`config.mk`:
```
export PLATFORM = sky130hd
export DESIGN_NAME = morra_cinese_match
export DESIGN_NICKNAME = d
export VERILOG_FILES = /design/src/rtl/morra_cinese_match.sv
export SDC_FILE = /design/constraint.sdc
export NUM_CORES = 1
export LEC_CHECK = 0
export ABC_AREA = 1
export CORE_ASPECT_RATIO = 0.9
export CORE_MARGIN = 1
export CORE_UTILIZATION = 51
export DETAILED_ROUTE_END_ITERATION = 10
export HOLD_SLACK_MARGIN = 0.15
export PLACE_DENSITY = 0.76
export SYNTH_ARGS = -nofsm -noshare
export SYNTH_HDL_FRONTEND = slang
export SYNTH_SLANG_ARGS = --single-unit
```
`constraint.sdc`:
```
create_clock -name clk -period 2.4 [get_ports clk]
set_input_delay 0.36 -clock clk [delete_from_list [all_inputs] [get_ports clk]]
set_output_delay 0.36 -clock clk [all_outputs]
set_load 0.1 [all_outputs]
```
`src/rtl/morra_cinese_match.sv`:
```
// Two-player rock-paper-scissors match controller with a tournament scoreboard.
// Rounds are judged on MOVE_VALID cycles in PLAY; a game ends on an advantage
// or a round limit, and per-player game-win totals persist across START.
module morra_cinese_match #(
    parameter int ADV_LIMIT  = 2,
    parameter int MIN_ROUNDS = 4,
    parameter int EXTRA_BASE = 4,
    parameter int REPEAT_BAN = 1,
    parameter int SCORE_W    = 8
) (
    input  logic               clk,
    input  logic               rst_n,
    input  logic               START,
    input  logic               MOVE_VALID,
    input  logic [1:0]         P1,
    input  logic [1:0]         P2,
    output logic               ROUND_VALID,
    output logic [1:0]         ROUND,
    output logic [1:0]         GAME,
    output logic [5:0]         PLAYED,
    output logic               BUSY,
    output logic [SCORE_W-1:0] SCORE1,
    output logic [SCORE_W-1:0] SCORE2
);

    typedef enum logic [1:0] {S_IDLE, S_PLAY, S_END} state_t;

    state_t              state, state_n;
    logic                rv, rv_n;
    logic [1:0]          round, round_n;
    logic [1:0]          game, game_n;
    logic [5:0]          played, played_n;
    logic signed [6:0]   adv, adv_n;
    logic [6:0]          adv_mag;
    logic [5:0]          maxr, maxr_n;
    logic                first, first_n;
    logic [1:0]          pwin, pwin_n;
    logic [1:0]          pmove, pmove_n;
    logic [SCORE_W-1:0]  score1, score1_n;
    logic [SCORE_W-1:0]  score2, score2_n;

    logic is_void;
    logic p1_wins;
    logic p2_wins;

    // A round is void on an invalid move or when the previous winner repeats its winning move.
    assign is_void = (P1 == 2'b00) || (P2 == 2'b00) ||
                     ((REPEAT_BAN != 0) && (pwin == 2'b01) && (P1 == pmove)) ||
                     ((REPEAT_BAN != 0) && (pwin == 2'b10) && (P2 == pmove));

    assign p1_wins = ((P1 == 2'b01) && (P2 == 2'b11)) ||
                     ((P1 == 2'b10) && (P2 == 2'b01)) ||
                     ((P1 == 2'b11) && (P2 == 2'b10));

    assign p2_wins = ((P2 == 2'b01) && (P1 == 2'b11)) ||
                     ((P2 == 2'b10) && (P1 == 2'b01)) ||
                     ((P2 == 2'b11) && (P1 == 2'b10));

    // Next-state logic: START restarts the game, otherwise judge an accepted move and test for game end.
    always_comb begin
        state_n  = state;
        rv_n     = 1'b0;
        round_n  = 2'b00;
        game_n   = game;
        played_n = played;
        adv_n    = adv;
        adv_mag  = 7'd0;
        maxr_n   = maxr;
        first_n  = first;
        pwin_n   = pwin;
        pmove_n  = pmove;
        score1_n = score1;
        score2_n = score2;

        if (START) begin
            state_n  = S_PLAY;
            played_n = 6'd0;
            adv_n    = 7'sd0;
            game_n   = 2'b00;
            pwin_n   = 2'b00;
            pmove_n  = 2'b00;
            first_n  = 1'b1;
        end else if ((state == S_PLAY) && MOVE_VALID) begin
            rv_n = 1'b1;
            if (first) begin
                maxr_n  = 6'({P1, P2}) + 6'(EXTRA_BASE);
                first_n = 1'b0;
            end
            if (is_void) begin
                round_n = 2'b00;
            end else if (p1_wins) begin
                round_n  = 2'b01;
                adv_n    = adv + 7'sd1;
                played_n = played + 6'd1;
                pwin_n   = 2'b01;
                pmove_n  = P1;
            end else if (p2_wins) begin
                round_n  = 2'b10;
                adv_n    = adv - 7'sd1;
                played_n = played + 6'd1;
                pwin_n   = 2'b10;
                pmove_n  = P2;
            end else begin
                round_n  = 2'b11;
                played_n = played + 6'd1;
                pwin_n   = 2'b00;
                pmove_n  = 2'b00;
            end
            adv_mag = adv_n[6] ? (7'd0 - adv_n) : adv_n;
            if ((played_n >= 6'(MIN_ROUNDS)) &&
                ((adv_mag >= 7'(ADV_LIMIT)) || (played_n >= maxr_n))) begin
                state_n = S_END;
                if (adv_n > 7'sd0) begin
                    game_n = 2'b01;
                    if (score1 != {SCORE_W{1'b1}}) score1_n = score1 + 1'b1;
                end else if (adv_n < 7'sd0) begin
                    game_n = 2'b10;
                    if (score2 != {SCORE_W{1'b1}}) score2_n = score2 + 1'b1;
                end else begin
                    game_n = 2'b11;
                end
            end
        end
    end

    // State and match bookkeeping registers, all cleared by the asynchronous reset.
    always_ff @(posedge clk or negedge rst_n) begin
        if (!rst_n) begin
            state  <= S_IDLE;
            rv     <= 1'b0;
            round  <= 2'b00;
            game   <= 2'b00;
            played <= 6'd0;
            adv    <= 7'sd0;
            maxr   <= 6'd0;
            first  <= 1'b0;
            pwin   <= 2'b00;
            pmove  <= 2'b00;
            score1 <= '0;
            score2 <= '0;
        end else begin
            state  <= state_n;
            rv     <= rv_n;
            round  <= round_n;
            game   <= game_n;
            played <= played_n;
            adv    <= adv_n;
            maxr   <= maxr_n;
            first  <= first_n;
            pwin   <= pwin_n;
            pmove  <= pmove_n;
            score1 <= score1_n;
            score2 <= score2_n;
        end
    end

    assign ROUND_VALID = rv;
    assign ROUND       = round;
    assign GAME        = game;
    assign PLAYED      = played;
    assign BUSY        = (state == S_PLAY);
    assign SCORE1      = score1;
    assign SCORE2      = score2;

endmodule

```
After elaboration in Yosys (flattened, before gate mapping)
Cells that the tools add are included.
- add/sub/neg operators: 7
- magnitude comparators: 5
- eq/ne operators: 14
- muxes and demuxes: 43
- bitwise gates (word level): 2
- reductions and logical operators: 27
- operator list (operator ; count):
    7-bit two-way mux ; 8
    6-bit two-way mux ; 8
    2-bit two-way mux ; 21
    8-bit by 1-bit adder with 8-bit output (second input constant) ; 2
    8-bit != test (second input constant) ; 2
    2-bit equality test (second input constant) ; 5
    1-bit logical AND ; 10
    2-bit by 1-bit equality test with 1-bit output (second input constant) ; 4
    1-bit logical OR ; 8
    7-bit by 2-bit adder with 7-bit output (second input constant) ; 1
    7-bit by 2-bit greater-or-equal comparator with 1-bit output (second input constant) ; 1
    7-bit by 1-bit greater-than comparator with 1-bit output (second input constant) ; 1
    7-bit by 1-bit < comparator with 1-bit output (second input constant) ; 1
    1-bit by 7-bit subtractor with 7-bit output (first input constant) ; 1
    7-bit by 2-bit subtractor with 7-bit output (second input constant) ; 1
    6-bit by 1-bit adder with 6-bit output (second input constant) ; 1
    6-bit by 3-bit greater-or-equal comparator with 1-bit output (second input constant) ; 1
    6-bit greater-or-equal comparator ; 1
    1-bit two-way mux ; 6
    2-bit AND reduction ; 3
    6-bit AND reduction ; 1
    4-bit by 3-bit adder with 5-bit output (second input constant) ; 1
    5-bit AND reduction ; 1
    2-bit equality test ; 2
    4 further kinds ; 7
- bits in registers: 47
- input port bits: 8
- output and inout bits: 28
- logic and storage cells: 110

Longest topological paths before layout
- depth after elaboration: 17
- gate-level depth with buffers: 23

Worst setup path before layout
No wires, ideal clock.
- path type: flip-flop to flip-flop
- from: reg played[0] (netlist: PLAYED[0])
- to: reg score2[2] (netlist: SCORE2[2])
- setup time: 0.067 ns
- arrival time: 3.090 ns
- data required time: 2.333 ns
- setup slack: -0.758 ns
- stages on the path, launching flop included: 18
- buffers on the path: 0
- period minus slack after synthesis: 3.158 ns
- path through: dfrtp_1 ha_1 inv_1 nor2_2 xor2_1 inv_1 ha_1 o21a_1 o21a_1 o21ai_0 nand2_1 a21oi_1 nand3_2 nand2_2 inv_4 nand2_4 nand2_1 nand2_1
- longest elaborated chain between the ends: 8
- elaborated cells on any way between the ends: 9
- those cells by class: 1 x add/sub; 2 x order compare; 3 x mux; 3 x reduce/logical
- ends and longest elaborated chain (item ; line ; text):
    start: declaration ; 32 ; logic [5:0] played, played_n;
    start signal: assignment ; 146 ; played <= played_n;
    6-bit by 1-bit adder with 6-bit output ; 94, 100, 105 ;
    6-bit two-way mux (*) ; 89 ; if (is_void) begin
    6-bit two-way mux (*) ; 83 ; end else if ((state == S_PLAY) && MOVE_VALID) begin
    6-bit two-way mux (*) ; 75 ; if (START) begin
    6-bit greater-or-equal comparator ; 111 ; ((adv_mag >= 7'(ADV_LIMIT)) || (played_n >= maxr_n))) begin
    1-bit logical OR ; 111 ;
    1-bit logical AND (*) ; 110 ; if ((played_n >= 6'(MIN_ROUNDS)) &&
    6-bit AND reduction (no source line) (*) ; n/a ;
    end signal: assignment ; 153 ; score2 <= score2_n;
    end: declaration ; 40 ; logic [SCORE_W-1:0] score2, score2_n;
Mark *: on every way between the ends. The rest lies on a longest branch, timed or not. The select of a mux whose other input is x is not followed.
A chain may end at the register's enable or synchronous reset.

Worst setup path after layout
- from: reg pmove[0]
- to: reg score2[2] (netlist: SCORE2[2])
- longest elaborated chain between the ends: 13
- elaborated cells on any way between the ends: 23
- those cells by class: 1 x add/sub; 5 x order compare; 2 x eq/ne; 7 x mux; 1 x bitwise; 7 x reduce/logical
- ends and longest elaborated chain (item ; line ; text):
    start: declaration ; 38 ; logic [1:0] pmove, pmove_n;
    start signal: assignment ; 151 ; pmove <= pmove_n;
    2-bit equality test ; 48 ; ((REPEAT_BAN != 0) && (pwin == 2'b01) && (P1 == pmove)) ||
    1-bit logical AND ; 48 ;
    1-bit logical OR ; 47 ; assign is_void = (P1 == 2'b00) || (P2 == 2'b00) ||
    1-bit logical OR (*) ; 48 ;
    7-bit two-way mux ; 89 ;
    7-bit two-way mux ; 83 ;
    7-bit two-way mux ; 75 ;
    1-bit by 7-bit subtractor with 7-bit output ; 109 ; adv_mag = adv_n[6] ? (7'd0 - adv_n) : adv_n;
    7-bit two-way mux ; 109 ;
    7-bit by 2-bit greater-or-equal comparator with 1-bit output ; 111 ;
    1-bit logical OR ; 111 ;
    1-bit logical AND ; 110 ;
    6-bit AND reduction (no source line) (*) ; n/a ;
Marks and branches as above.

==> impl_summary.txt <==
----------------------------------------------------
[Status]
  Status ... finished, violations left
  Violations in the final reports ... setup timing

[Clock network]
  Clock insertion delay at the later pin of the skew report ... 0.30 ns
  Worst-case clock buffer depth ... 2
  TritonCTS Buffers ... 5
  Num Clock Sinks ... 47
  Register clock-pin slew on the reported worst setup and hold paths ... approximately 0.090 ns
  Root buffer cell ... clkbuf_8
  CTS H-Tree Depth ... 2
  TritonCTS clock tree ... yes

[Synth]
  Synth Register Bits ... 47
  Number of distinct library cell variants in the gate-level netlist after synthesis ... 37
  Number of warnings printed during yosys synthesis ... 0
  Mean post-synth cell area ... around 7.5 µm²
  Sequential-to-total area share from yosys stat ... 0.363
  Cell type contributing the most total cell area after synthesis ... dfrtp_1
  Area share of the largest cell type after synthesis ... 0.363
  Synth area leaders ... dfrtp_1 (36%), nand2_1 (16%), ha_1 (5.8%)
  Net count after synthesis ... 455
  Number of instances in the synthesized netlist ... ~430
  Post-synthesis cell area ... approximately 3200 µm²

[Detailed routing]
  Top sig layer ... met4
  Wirelength, routed ... a little over 8 mm
  Count of TritonRoute iterations in the first routing pass ... 4
  Detailed Route Iter0 Violations ... ~240
  Number of design rule violations left after detail routing ... 0
  DR vias/cell ... 5.09
  Overall via count from detail_route ... 3127
  Amount of wire on met3 after detailed routing ... ~250 µm
  Routed met1 length ... between 3 and 4 mm
  Residual antenna-violating net count after detailed routing ... 0
  WL met2 ... 4.02 mm
  Wire length per cell ... 13.3 µm

[STA]
  Crit path setup slack, layout ... -0.440 ns
  RSZ-0062 raised after global routing ... true
  Max-slew violation count ... 0
  Final setup skew ... 0.00578 ns
  Worst-Margin Slew ... 0.514 ns
  Final period utilization ... 1.18
  Number of endpoints with negative hold slack in the final report ... 0
  Setup violations, final ... 20
  Relative slew slack ... 0.655
  Maximum achievable frequency ... 352 MHz
  Shortest period the worst path allows ... 2.84 ns

[Worst hold path]
  Launch instance of the worst min-delay path ... state[0]
  Kind of path behind the tightest hold check ... reg -> reg

[Setup path]
  Classification of the worst setup path ... reg -> reg
  Crit. End Element ... register
  Startpoint of the worst-slack reg-to-reg timing path ... pmove[0]
  Largest fanout of any net on the critical path ... 5
  Kind of launch point of the worst setup path ... register
  Origin of the worst setup path ... pmove[0]
  Required time of the worst setup path ... 2.60 ns
  Arrival time reported for the critical path endpoint ... around 3.0 ns

[Finish]
  Fraction of final layout cells with drive strength greater than 1 ... 0.324
  Filler instances ... about 500
  Highest-count cells in the layout ignoring fill and taps ... nand2_1 (128), buf_4 (86), inv_1 (46)
  Antenna Cells ... 0
  Area delta synth->final ... 33.1%
  Nets ... 549
  Layout Cells excl Fill ... 614
  Most common cell after layout, fill and taps aside ... nand2_1

[Floorplan]
  Number of placed I/O pins ... 36
  Total number of placement rows ... 27
  Starting density of the core ... 0.530
  Horizontal die dimension ... 86.0 µm
  Die H ... 77.6 µm
  Die outline area ... 6670 µm²
  Core area ... 6110 µm²

[GRT]
  Number of global-route vias before repair ... 3079
  Total gr overflow ... 0
  Pin count of the biggest net entering global routing ... 22
  First-pass GRT wire length ... 13.8 mm
  Number of antenna violations at the first check in global routing ... 0
  Overall routing resource usage ... 0.263

[Placed design]
  Input/output buffers ... 35
  Detail Placement HPWL ... 6.16 mm
  Total placed cells including tap cells ... 602
  Global placer's final weighted congestion ... 0.834
  DP Worst Slack ... -1.11 ns

[Job]
  MaxCap Viol Count ... 0

[Pwr]
  Maximum ir drop on the vdd rail ... 0.708 mV
  Pwr dens ... 621 nW/µm²
  Leakage ... between 2 and 2.5 nW

----------------------------------------------------
-- through the flow --
step | util | power (mW) | cell area [µm²] | hold WS [ns] | setup TNS (ns)
after CTS | 0.685 | 2.63 | 4190 | 0.487 | -7.68
after detailed placement | 0.664 | 2.10 | 4060 | 0.329 | -23.28
after floorplan | - | 1.76 | 3310 | 0.0644 | -6.42
final | 0.705 | 2.68 | 4310 | 0.485 | -7.46
after global placement | 0.664 | 2.08 | 4060 | 0.334 | -20.63
after global routing | 0.705 | 2.83 | 4310 | 0.523 | -11.14
-- power breakdown --
part | switching, mW | leakage [nW] | internal (mW)
Combinational | 0.808 | 1.63 | 0.378
Sequential | 0.0883 | 0.622 | 0.889
Clock | 0.277 | 0.0474 | 0.235
Total | 1.17 | 2.30 | 1.50
-- final cells by class --
type                            instances  area (µm²)  area share
Timing Repair inverter                  1        5.00     0.00116
Sequential cell                        47        1190       0.275
Inverter                               57         244      0.0566
Multi-Input combinational cell        319        1930       0.449
Clock buffer                            6        82.6      0.0192
Tap cell                               87         109      0.0253
Timing Repair Buffer                   95         732       0.170
Clock inverter                          2        16.3     0.00377
-- cell usage after synthesis --
cell type / n
ha_1: 15
o221ai_1: 1
a32oi_1: 1
o22ai_1: 10
xnor2_1: 4
o21a_1: 2
dfrtp_1: 47
nand2_1: 140
clkinv_1: 1
a22o_1: 1
nor2_4: 7
xor2_2: 1
nand2_2: 6
o21ai_2: 2
a31oi_2: 1
o21bai_2: 1
a21oi_1: 3
buf_6: 3
nor2_1: 25
inv_2: 4
a21oi_2: 1
o21ai_0: 20
xor2_1: 15
buf_4: 1
nand3b_1: 1
clkbuf_1: 2
nor2_2: 3
inv_1: 50
nand4_1: 6
nand3_2: 9
buf_2: 3
a21boi_0: 1
nand3_1: 36
nor3_1: 3
nand4_2: 2
inv_4: 2
nand2_4: 2
-- registers in the layout, summed over array words and instances (netlist names) --
name,cells
GAME,2
PLAYED,6
ROUND,2
ROUND_VALID,1
SCORE1,8
SCORE2,8
adv,7
first,1
maxr,6
pmove,2
pwin,2
state,2
-- worst paths after layout --
path / slack, ns / cells after the start / end
hold / removal: 0.49 / 2 / state[0]
setup / recovery: -0.44 / 20 / SCORE2[2]
setup reg to reg: -0.44 / 20 / SCORE2[2]
max in group asynchronous: 1.21 / 3 / pmove[1]
min in group asynchronous: 0.54 / 2 / SCORE1[6]
hold reg to reg: 0.49 / 2 / state[0]
-- per-layer routing --
metal	track usage	vias to the layer above
li1	-	1572
met1	0.359	1500
met2	0.450	50
met3	0.0351	5
met4	0.0517	0
met5	0	-
-- worst max-delay path: stages (launching register included) --
cell and delay (ns):
dfrtp_1 0.44, inv_2 0.07, nand2_1 0.07, nand2_2 0.06, nor2_4 0.13, nand2_4 0.08, nand2_4 0.12, xor2_2 0.17
ha_1 0.25, inv_1 0.07, a21boi_2 0.05, o21a_1 0.17, o21a_1 0.16, o21ai_1 0.11, nand2_1 0.07, a21oi_2 0.19
nand3_4 0.13, nand2_4 0.13, clkinv_2 0.11, nand3_1 0.10, nand2_1 0.06
-- cells by family (layout without fill, tap and decap cells) --
group | after synthesis | count (layout) | synth area share
buffers and inverters | 66 | 161 | 0.0873
adder cells (fa/ha/maj) | 15 | 15 | 0.0580
XOR/XNOR | 20 | 20 | 0.0564
AO/OA/AOI/OAI | 44 | 44 | 0.0854
flip-flops | 47 | 47 | 0.363
AND/OR/NAND/NOR | 240 | 240 | 0.350
-- repair_timing --
| item | CTS | global route |
|---|---|---|
| gates resized for setup | 14 | 27 |
| setup buffers | 0 | 2 |
| gates cloned | 0 | 1 |
| pin swaps | 6 | 14 |
| endpoints found under the setup margin | 21 | 20 |
| hold buffers | 1 | 0 |
| hold endpoints to repair | 19 | 0 |
Power figures use the tool's default switching activity.
